## src/rtl/uart_fifo_link.sv

```systemverilog
// UART endpoint: tick generator, glitch-rejecting RX with framing check, FWFT RX FIFO, TX serialiser.
// Optional build macro UART_ASCII_FILTER_EN keeps only printable ASCII and CR in the RX FIFO.
module uart_fifo_link #(
  parameter int unsigned CLK_HZ     = 100_000_000,
  parameter int unsigned BAUD       = 9600,
  parameter int unsigned OVERSAMPLE = 16,
  parameter int unsigned DATA_BITS  = 8,
  parameter int unsigned RX_DEPTH   = 16
) (
  input  logic                 clk,
  input  logic                 reset,
  input  logic                 rx,
  output logic                 tx,
  output logic [DATA_BITS-1:0] rx_data,
  output logic                 rx_valid,
  input  logic                 rx_ready,
  output logic                 rx_overrun,
  output logic                 frame_err,
  input  logic [DATA_BITS-1:0] tx_data,
  input  logic                 tx_valid,
  output logic                 tx_ready
);

  localparam int unsigned DIV = (CLK_HZ + BAUD * OVERSAMPLE / 2) / (BAUD * OVERSAMPLE);
  localparam int unsigned DW  = $clog2(DIV + 1);
  localparam int unsigned CW  = $clog2(OVERSAMPLE);
  localparam int unsigned BW  = $clog2(DATA_BITS);
  localparam int unsigned AW  = $clog2(RX_DEPTH);

`ifdef UART_ASCII_FILTER_EN
  if (DATA_BITS != 8) begin : g_bad_width
    $error("UART_ASCII_FILTER_EN requires DATA_BITS == 8");
  end
`endif

  // Oversample tick
  logic [DW-1:0] div_q;
  logic          tick;

  assign tick = (div_q == DW'(DIV - 1));

  always_ff @(posedge clk or posedge reset) begin
    if (reset)     div_q <= '0;
    else if (tick) div_q <= '0;
    else           div_q <= div_q + DW'(1);
  end

  // RX synchroniser
  logic rx_meta_q, rx_sync_q;

  always_ff @(posedge clk or posedge reset) begin
    if (reset) begin
      rx_meta_q <= 1'b1;
      rx_sync_q <= 1'b1;
    end else begin
      rx_meta_q <= rx;
      rx_sync_q <= rx_meta_q;
    end
  end

  // RX deserialiser
  typedef enum logic [1:0] {RxIdle, RxStart, RxData, RxStop} rx_state_e;

  rx_state_e            rx_state_q, rx_state_d;
  logic [CW-1:0]        rx_cnt_q, rx_cnt_d;
  logic [BW-1:0]        rx_bit_q, rx_bit_d;
  logic [DATA_BITS-1:0] rx_sh_q, rx_sh_d;
  logic                 push_q, push_d;
  logic                 fe_q, fe_d;
  logic                 byte_ok;

`ifdef UART_ASCII_FILTER_EN
  assign byte_ok = ((rx_sh_q >= DATA_BITS'(8'h20)) && (rx_sh_q <= DATA_BITS'(8'h7E))) ||
                   (rx_sh_q == DATA_BITS'(8'h0D));
`else
  assign byte_ok = 1'b1;
`endif

  always_comb begin
    rx_state_d = rx_state_q;
    rx_cnt_d   = rx_cnt_q;
    rx_bit_d   = rx_bit_q;
    rx_sh_d    = rx_sh_q;
    push_d     = 1'b0;
    fe_d       = 1'b0;
    if (tick) begin
      unique case (rx_state_q)
        RxIdle: begin
          if (!rx_sync_q) begin
            rx_state_d = RxStart;
            rx_cnt_d   = '0;
          end
        end
        RxStart: begin
          if (rx_cnt_q == CW'(OVERSAMPLE / 2 - 1)) begin
            rx_cnt_d   = '0;
            rx_bit_d   = '0;
            rx_state_d = rx_sync_q ? RxIdle : RxData;
          end else begin
            rx_cnt_d = rx_cnt_q + CW'(1);
          end
        end
        RxData: begin
          if (rx_cnt_q == CW'(OVERSAMPLE - 1)) begin
            rx_cnt_d = '0;
            rx_sh_d  = {rx_sync_q, rx_sh_q[DATA_BITS-1:1]};
            if (rx_bit_q == BW'(DATA_BITS - 1)) rx_state_d = RxStop;
            else                                rx_bit_d   = rx_bit_q + BW'(1);
          end else begin
            rx_cnt_d = rx_cnt_q + CW'(1);
          end
        end
        RxStop: begin
          if (rx_cnt_q == CW'(OVERSAMPLE - 1)) begin
            rx_cnt_d   = '0;
            rx_state_d = RxIdle;
            if (rx_sync_q) push_d = byte_ok;
            else           fe_d   = 1'b1;
          end else begin
            rx_cnt_d = rx_cnt_q + CW'(1);
          end
        end
        default: rx_state_d = RxIdle;
      endcase
    end
  end

  always_ff @(posedge clk or posedge reset) begin
    if (reset) begin
      rx_state_q <= RxIdle;
      rx_cnt_q   <= '0;
      rx_bit_q   <= '0;
      rx_sh_q    <= '0;
      push_q     <= 1'b0;
      fe_q       <= 1'b0;
    end else begin
      rx_state_q <= rx_state_d;
      rx_cnt_q   <= rx_cnt_d;
      rx_bit_q   <= rx_bit_d;
      rx_sh_q    <= rx_sh_d;
      push_q     <= push_d;
      fe_q       <= fe_d;
    end
  end

  assign frame_err = fe_q;

  // RX FIFO; rx_sh_q stays stable through the push cycle
  logic [DATA_BITS-1:0] mem [RX_DEPTH];
  logic [AW:0]          wr_q, rd_q;
  logic                 full, pop, wr_en;

  assign rx_valid   = (wr_q != rd_q);
  assign full       = (wr_q[AW] != rd_q[AW]) && (wr_q[AW-1:0] == rd_q[AW-1:0]);
  assign pop        = rx_valid & rx_ready;
  assign wr_en      = push_q & (~full | pop);
  assign rx_overrun = push_q & full & ~pop;
  assign rx_data    = rx_valid ? mem[rd_q[AW-1:0]] : '0;

  always_ff @(posedge clk or posedge reset) begin
    if (reset) begin
      wr_q <= '0;
      rd_q <= '0;
    end else begin
      if (wr_en) wr_q <= wr_q + (AW+1)'(1);
      if (pop)   rd_q <= rd_q + (AW+1)'(1);
    end
  end

  always_ff @(posedge clk) begin
    if (wr_en) mem[wr_q[AW-1:0]] <= rx_sh_q;
  end

  // TX serialiser; TxAlign holds the line idle until the next tick after acceptance
  typedef enum logic [2:0] {TxIdle, TxAlign, TxStart, TxData, TxStop} tx_state_e;

  tx_state_e            tx_state_q, tx_state_d;
  logic [CW-1:0]        tx_cnt_q, tx_cnt_d;
  logic [BW-1:0]        tx_bit_q, tx_bit_d;
  logic [DATA_BITS-1:0] tx_sh_q, tx_sh_d;
  logic                 tx_q, tx_d;

  always_comb begin
    tx_state_d = tx_state_q;
    tx_cnt_d   = tx_cnt_q;
    tx_bit_d   = tx_bit_q;
    tx_sh_d    = tx_sh_q;
    tx_d       = tx_q;
    unique case (tx_state_q)
      TxIdle: begin
        if (tx_valid) begin
          tx_sh_d    = tx_data;
          tx_state_d = TxAlign;
        end
      end
      TxAlign: begin
        if (tick) begin
          tx_state_d = TxStart;
          tx_cnt_d   = '0;
          tx_d       = 1'b0;
        end
      end
      TxStart: begin
        if (tick) begin
          if (tx_cnt_q == CW'(OVERSAMPLE - 1)) begin
            tx_state_d = TxData;
            tx_cnt_d   = '0;
            tx_bit_d   = '0;
            tx_d       = tx_sh_q[0];
          end else begin
            tx_cnt_d = tx_cnt_q + CW'(1);
          end
        end
      end
      TxData: begin
        if (tick) begin
          if (tx_cnt_q == CW'(OVERSAMPLE - 1)) begin
            tx_cnt_d = '0;
            if (tx_bit_q == BW'(DATA_BITS - 1)) begin
              tx_state_d = TxStop;
              tx_d       = 1'b1;
            end else begin
              tx_bit_d = tx_bit_q + BW'(1);
              tx_sh_d  = {1'b0, tx_sh_q[DATA_BITS-1:1]};
              tx_d     = tx_sh_q[1];
            end
          end else begin
            tx_cnt_d = tx_cnt_q + CW'(1);
          end
        end
      end
      TxStop: begin
        if (tick) begin
          if (tx_cnt_q == CW'(OVERSAMPLE - 1)) tx_state_d = TxIdle;
          else                                 tx_cnt_d   = tx_cnt_q + CW'(1);
        end
      end
      default: tx_state_d = TxIdle;
    endcase
  end

  always_ff @(posedge clk or posedge reset) begin
    if (reset) begin
      tx_state_q <= TxIdle;
      tx_cnt_q   <= '0;
      tx_bit_q   <= '0;
      tx_sh_q    <= '0;
      tx_q       <= 1'b1;
    end else begin
      tx_state_q <= tx_state_d;
      tx_cnt_q   <= tx_cnt_d;
      tx_bit_q   <= tx_bit_d;
      tx_sh_q    <= tx_sh_d;
      tx_q       <= tx_d;
    end
  end

  assign tx       = tx_q;
  assign tx_ready = (tx_state_q == TxIdle);

endmodule
```

## config.mk

```make
export PLATFORM = sky130hd
export DESIGN_NAME = uart_fifo_link
export DESIGN_NICKNAME = d
export VERILOG_FILES = /design/src/rtl/uart_fifo_link.sv
export SDC_FILE = /design/constraint.sdc
export NUM_CORES = 1
export LEC_CHECK = 0
export CAP_MARGIN = 20
export CORE_MARGIN = 2
export CORE_UTILIZATION = 50
export CTS_BUF_LIST = sky130_fd_sc_hd__clkbuf_8
export CTS_CLUSTER_SIZE = 14
export DETAILED_ROUTE_END_ITERATION = 10
export GPL_TIMING_DRIVEN = 0
export PLACE_DENSITY = 0.65
export RECOVER_POWER = 50
export SETUP_SLACK_MARGIN = 0.1
export SYNTH_ARGS = -nofsm -noshare
export SYNTH_HDL_FRONTEND = slang
export SYNTH_SLANG_ARGS = --single-unit
```

## constraint.sdc

```tcl
create_clock -name clk -period 3.7 [get_ports clk]
set_clock_uncertainty 0.15 [all_clocks]
set_input_delay 0.37 -clock clk [delete_from_list [all_inputs] [get_ports clk]]
set_output_delay 0.37 -clock clk [all_outputs]
set_load 0.005 [all_outputs]
```

==> results of run 1 <==
synthesized netlist by cell type, types with 11 or more instances:
cell type,number
xnor2_1,11
nand2_1,17
and3_1,17
inv_1,15
mux2_4,11
nor2_1,24
edfxtp_1,128
mux2_1,15
nor3_1,12
o22ai_1,19
dfrtp_1,57
mux4_2,32
ha_1,13
critical path, cell delays in order, from the launching register on:
cell             delay [ps]
dfrtp_1                 390
buf_4                   190
xnor2_1                 240
nand4_2                 240
nor2_1                  710
nor3_1                  220
clkdlybuf4s50_1         500
area by class of cell:
cell class | count | area [um2]
clock buffer | 17 | 234.0
multi-input combinational | 269 | 2574
fill | 1288 | 6858
sequential | 188 | 5349
clock inverter | 13 | 142.6
tap | 216 | 270.3
buffer | 21 | 133.9
timing repair buffer | 27 | 267.8
inverter | 15 | 56.30
logic make-up (layout without fill, tap and decap cells):
group                      Yosys count  in the layout  share of synthesized area (%)
DFF                                188            188                          65.87
and+or+nand+nor                    113            113                          8.244
muxes                               65             65                          13.93
AOI/OAI and AO/OA                   55             55                          4.854
buffers and inverters               36             93                          2.342
xor gates and xnor gates            23             23                          2.758
adders and majority gates           13             13                          2.003
through the flow:
step                total power [mW]  cells  hold WS [ps]  setup WS (ps)
finish                         4.628    766         214.9          254.0
global route                   4.809    766         220.3          137.5
CTS                            4.683    766         101.2          325.0
detailed placement             3.386    736         197.3          836.3
global placement               3.367    734         196.6          614.8
floorplan                      2.979    493         195.2           1588
power groups by stage:
stage	sequential [mW]	combinational, mW	clock (mW)
2_1_floorplan	2.33	0.648	0
3_3_place_gp	2.34	1.03	0
3_5_place_dp	2.34	1.04	0
4_1_cts	2.30	1.05	1.34
5_1_grt	2.30	1.09	1.42
6_report	2.30	1.02	1.31
routing by layer:
layer  vias up  routed length (um)  global-route usage [%]
li1       1991                   -                       -
met5         -                   0                       0
met2        85                7876                   32.05
met4         0                 263                   6.763
met1      2266                6984                   26.13
met3        19                 639                   4.244
registers in the layout, summed over array words and instances (netlist names), 4 cells and up, named ones only:
register and cells:
mem 128, div_q 10, rx_sh_q 8, tx_sh_q 8, rd_q 5, wr_q 5, rx_cnt_q 4, tx_cnt_q 4
worst max-delay path by stage:
stage                                          to           startpoint  cells after the start  slack, ps
final                                  rx_data[1]  rd_q[0]$_DFFE_PP0P_                      6        250
after global routing                   rx_data[1]  rd_q[0]$_DFFE_PP0P_                      6        140
after CTS                              rx_data[1]  rd_q[0]$_DFFE_PP0P_                      6        330
after detailed placement               rx_data[1]  rd_q[0]$_DFFE_PP0P_                      6        840
after global placement    rx_bit_q[1]$_DFFE_PP0P_                reset                      2        610
after floorplan               mem[3][0]$_DFFE_PP_  rd_q[0]$_DFFE_PP0P_                      5       1590
==> summary.txt, run 1 <==
YS warnings - 0
Final Hold Vio Count - 0
status - finished with violations
Tmin final - 3446 ps
Initial Util - 51.12%
drt total wl - 15760 um
crit path kind - reg2out
Final TNS setup - 0 ps
CP arrival - 2930 ps
Core ar. - 0.01589 mm2
FF+latch count, synth - 188
Worst Hold Launch - rx_meta_q$_DFF_PP1_
post-synth top area cell - edfxtp_1
Worst-Margin Slew - 1698 ps
routability cong. - 0.7483
largest net degree at the start of global routing - 39
CTS resizes - 0
die width - 131.4 um
Port-buffer cells - 25
Pleak - 3.720 nW
Slew HR - -13.17%
WHS Endpoint - rx_sync_q$_DFF_PP1_
Comb power frac - 22.0%
clock share of power - 28.4%
Longest Clk Path Bufs - 2
Boundary Pins - 26
vias per cell - 5.693
Rows - 46
Area contributors post-synth - edfxtp_1 (47%), dfrtp_1 (18%), mux4_2 (8.9%)
worst reg2reg setup slack - 1250 ps
Synth Net Count - 519
commonest non-fill, non-tap cells in the layout - edfxtp_1 (128), dfrtp_1 (57), mux4_2 (32), nor2_1 (24), clkdlybuf4s50_1 (23)
Sink Count - 188
hold path cells - 0
DRC violation count after routing - 0
Mapped Area - 0.008120 mm2
Synth Flop Type - edfxtp_1
number of flops mapped to enable cells by yosys - 128
global-route wire length before repair - 25340 um
total grt overflow - 0
post-synthesis sequential area ratio - 65.87%
clk slew on worst S/H paths - 100 ps
Post-Syn Instances - 493
die extent in y - 131.4 um
RSZ-0062 raised after global routing - false
CP Data Required Time - 3180 ps
period utilization - 93.14%
crit path max fanout - 9
vias in the first global route - 4565
Num CTS Buffers - 17
Internal Power - 3.334 mW
maximum vdd ir drop - 0.0002374 V
fraction of layout cells with a size suffix above 1 - 22.00%
Worst R2R End - mem[3][4]$_DFFE_PP_
Layout area overhead - 11.17%
H-tree depth - 4
vias - 4361
fin. max-slew vios - 39
Root Driver - clkbuf_8
failing checks - max-capacitance violations, max-slew violations
1st-iter DRT viols - 315
Power Density - 512.7 mW/mm2
syn avg cell area - 16.47 um2
HP Class - reg2reg
sequential share of power - 49.6%
GRT Util Overall - 19.56%
Final ANT Viol Nets - 0
final instance area - 0.009027 mm2
Synth cell types - 62
TritonRoute pass-1 iters - 4
worst r2r src - rd_q[0]$_DFFE_PP0P_
die area - 0.01728 mm2
CTS hold repair buffers - 0
antenna diode count - 0
routed wire length per instance - 20.58 um
commonest non-fill, non-tap cell in the layout - edfxtp_1
f_max - 0.2902 GHz
P_sw - 1.295 mW
Switching Share - 27.97%
Yosys top cell area share - 47.33%
crit path capture type - output pin
kind of start point of the critical path - flip-flop
post-place instance area - 0.008666 mm2
fin util - 56.83%
final setup fails - 0
final HPWL from detailed placement - 10480 um
Reg2Reg Depth - 6
antenna violations before repair - 0
post-synthesis async set-or-reset flop share - 31.91%
max cap viols - 1
setup repair bufs after CTS - 0
CTS tree - yes
NumNets Final - 565
Skew-Pair Late Insertion Delay - 460 ps
Note: power is estimated with default switching activity, not from simulation.
==> inputs of run 2 (changes only) <==
- SKIP_LAST_GASP: not set -> 1
==> results of run 2 <==
The final DEF is identical to that of run 1; final timing and power are the same.
==> inputs of run 3 (changes only) <==
- REMOVE_ABC_BUFFERS: not set -> 1
==> summary.txt, run 3 (same netlist as run 1, synthesis figures left out) <==
status - finished clean
max cap viols - 0
crit path max fanout - 22
CTS tree - yes
1st-iter DRT viols - 255
Final TNS setup - 0 ps
most crowded layer after global routing - met2
multi-input logic area - 0.002584 mm2
GRT Util Overall - 18.84%
largest net degree at the start of global routing - 39
routed wire length per instance - 20.10 um
clk slew on worst S/H paths - 100 ps
die extent in y - 131.4 um
post-place instance area - 0.008553 mm2
global-route wire length before repair - 24690 um
crit path kind - reg2out
fin util - 56.40%
Skew-Pair Late Insertion Delay - 450 ps
Port-buffer cells - 25
Boundary Pins - 26
RSZ-0062 raised after global routing - false
max incr delay on CP - 640 ps
vias in the first global route - 4375
fin. max-slew vios - 0
met1 Usage GRT - 25.33%
CTS hold repair buffers - 0
maximum vdd ir drop - 0.0002374 V
clock share of power - 29.3%
Switching Share - 28.09%
Longest Clk Path Bufs - 2
total power - 4.621 mW
Root Driver - clkbuf_8
commonest non-fill, non-tap cells in the layout - edfxtp_1 (128), dfrtp_1 (54), mux4_2 (32), nor2_1 (23), clkdlybuf4s50_1 (23)
Internal Power - 3.322 mW
Core ar. - 0.01589 mm2
CP arrival - 2810 ps
fraction of layout cells with a size suffix above 1 - 20.86%
f_max - 0.3005 GHz
Rows - 46
Power Density - 515.8 mW/mm2
routability cong. - 0.7791
HP Class - reg2reg
commonest non-fill, non-tap cell in the layout - edfxtp_1
Comb power frac - 17.7%
period utilization - 89.95%
final setup fails - 0
Final Hold Vio Count - 0
DRC violation count after routing - 0
met3 GRT Util - 3.742%
antenna diode count - 0
crit path capture type - output pin
TritonRoute pass-1 iters - 4
final instance area - 0.008959 mm2
vias per cell - 5.652
FF/Latch Area - 0.005355 mm2
die area - 0.01728 mm2
Sink Count - 188
Pleak - 3.652 nW
drt total wl - 15040 um
setup repair bufs after CTS - 0
final HPWL from detailed placement - 9688 um
crit path buf inv count - 2
layout filler cell count - 1287
Layout area overhead - 10.32%
total grt overflow - 0
Initial Util - 51.12%
max FFs per register - 128
kind of start point of the critical path - flip-flop
Final ANT Viol Nets - 0
Crit path max-delay family - buffers and inverters
Slew HR - 37.57%
antenna violations before repair - 0
GR Util met2 - 30.92%
NumNets Final - 545
P_sw - 1.298 mW
CP max-delay cell - dfrtp_4
crit-path cells - buf_12 -> mux4_2 -> o22ai_1 -> nor3_1 -> clkdlybuf4s50_1
vias - 4228
Tmin final - 3328 ps
CP Data Required Time - 3180 ps
die width - 131.4 um
Worst-Margin Slew - 934.6 ps
H-tree depth - 4
sequential share of power - 53.0%
Num CTS Buffers - 17
## run 3: cell types whose count changed in the layout (fill, tap and decap cells not counted), moves of 2 or more
| cell | before | now |
|---|---|---|
| buf_2 | 9 | 1 |
| buf_4 | 8 | 0 |
| dfrtp_1 | 57 | 54 |
| buf_1 | 2 | 0 |
| buf_12 | 0 | 2 |
| buf_6 | 2 | 0 |
| clkinv_4 | 1 | 3 |
| dfrtp_2 | 0 | 2 |
| inv_6 | 2 | 4 |
## run 3: area by class of cell
type                       count  share of cell area, %
clock buffer                  17                  2.612
clock inverter                15                  1.830
inverter                      15                 0.6285
multi-input combinational    269                  28.84
sequential                   188                  59.78
tap                          216                  3.017
timing repair buffer          28                  3.296
## run 3: worst reg2reg max path: cells and delay by family (launching register included)
| family | cells | cell delay, ps |
|---|---|---|
| compound gates | 1 | 400 |
| xor+xnor | 1 | 200 |
| flops | 1 | 750 |
| simple gates | 2 | 770 |
## run 3: routing by layer
layer / wire (um) / up-vias
met5: 0 / -
met4: 249 / 0
met3: 724 / 18
met2: 7611 / 85
met1: 6451 / 2173
li1: - / 1952
## run 3: worst paths after layout
check,slack [ps],cells past startpoint,end,start
worst max-delay path,370,5,rx_data[7],rd_q[0]$_DFFE_PP0P_
worst min-delay path,210,0,rx_sync_q$_DFF_PP1_,rx_meta_q$_DFF_PP1_
worst max register to register,1080,4,mem[14][2]$_DFFE_PP_,rd_q[1]$_DFFE_PP0P_
worst min register to register,210,0,rx_sync_q$_DFF_PP1_,rx_meta_q$_DFF_PP1_
max in group asynchronous,2230,3,tx$_DFFE_PP1P_,reset
min in group asynchronous,390,2,rx_cnt_q[2]$_DFFE_PP0P_,reset
## run 3: repair_timing
item	CTS	global route
endpoints found under the hold margin	0	0
endpoints found under the setup margin	9	9
gates resized for setup	2	2
## run 3: stage by stage
| stage | hold slack (ps) | setup slack, ps | std cells |
|---|---|---|---|
| floorplan | 195.2 | 511.5 | 472 |
| global placement | 196.9 | -710.9 | 713 |
| detailed placement | 200.8 | 284.6 | 716 |
| CTS | 96.16 | 109.0 | 748 |
| global route | 222.6 | 178.9 | 748 |
| finish | 212.7 | 372.0 | 748 |
## run 3: power by group through the flow
stage | clock network (mW) | registers, mW | logic [mW]
after detailed placement | 0 | 2.49 | 0.834
after global placement | 0 | 2.56 | 0.727
after global routing | 1.47 | 2.47 | 0.888
after floorplan | 0 | 2.47 | 0.439
after CTS | 1.38 | 2.45 | 0.831
final | 1.35 | 2.45 | 0.816
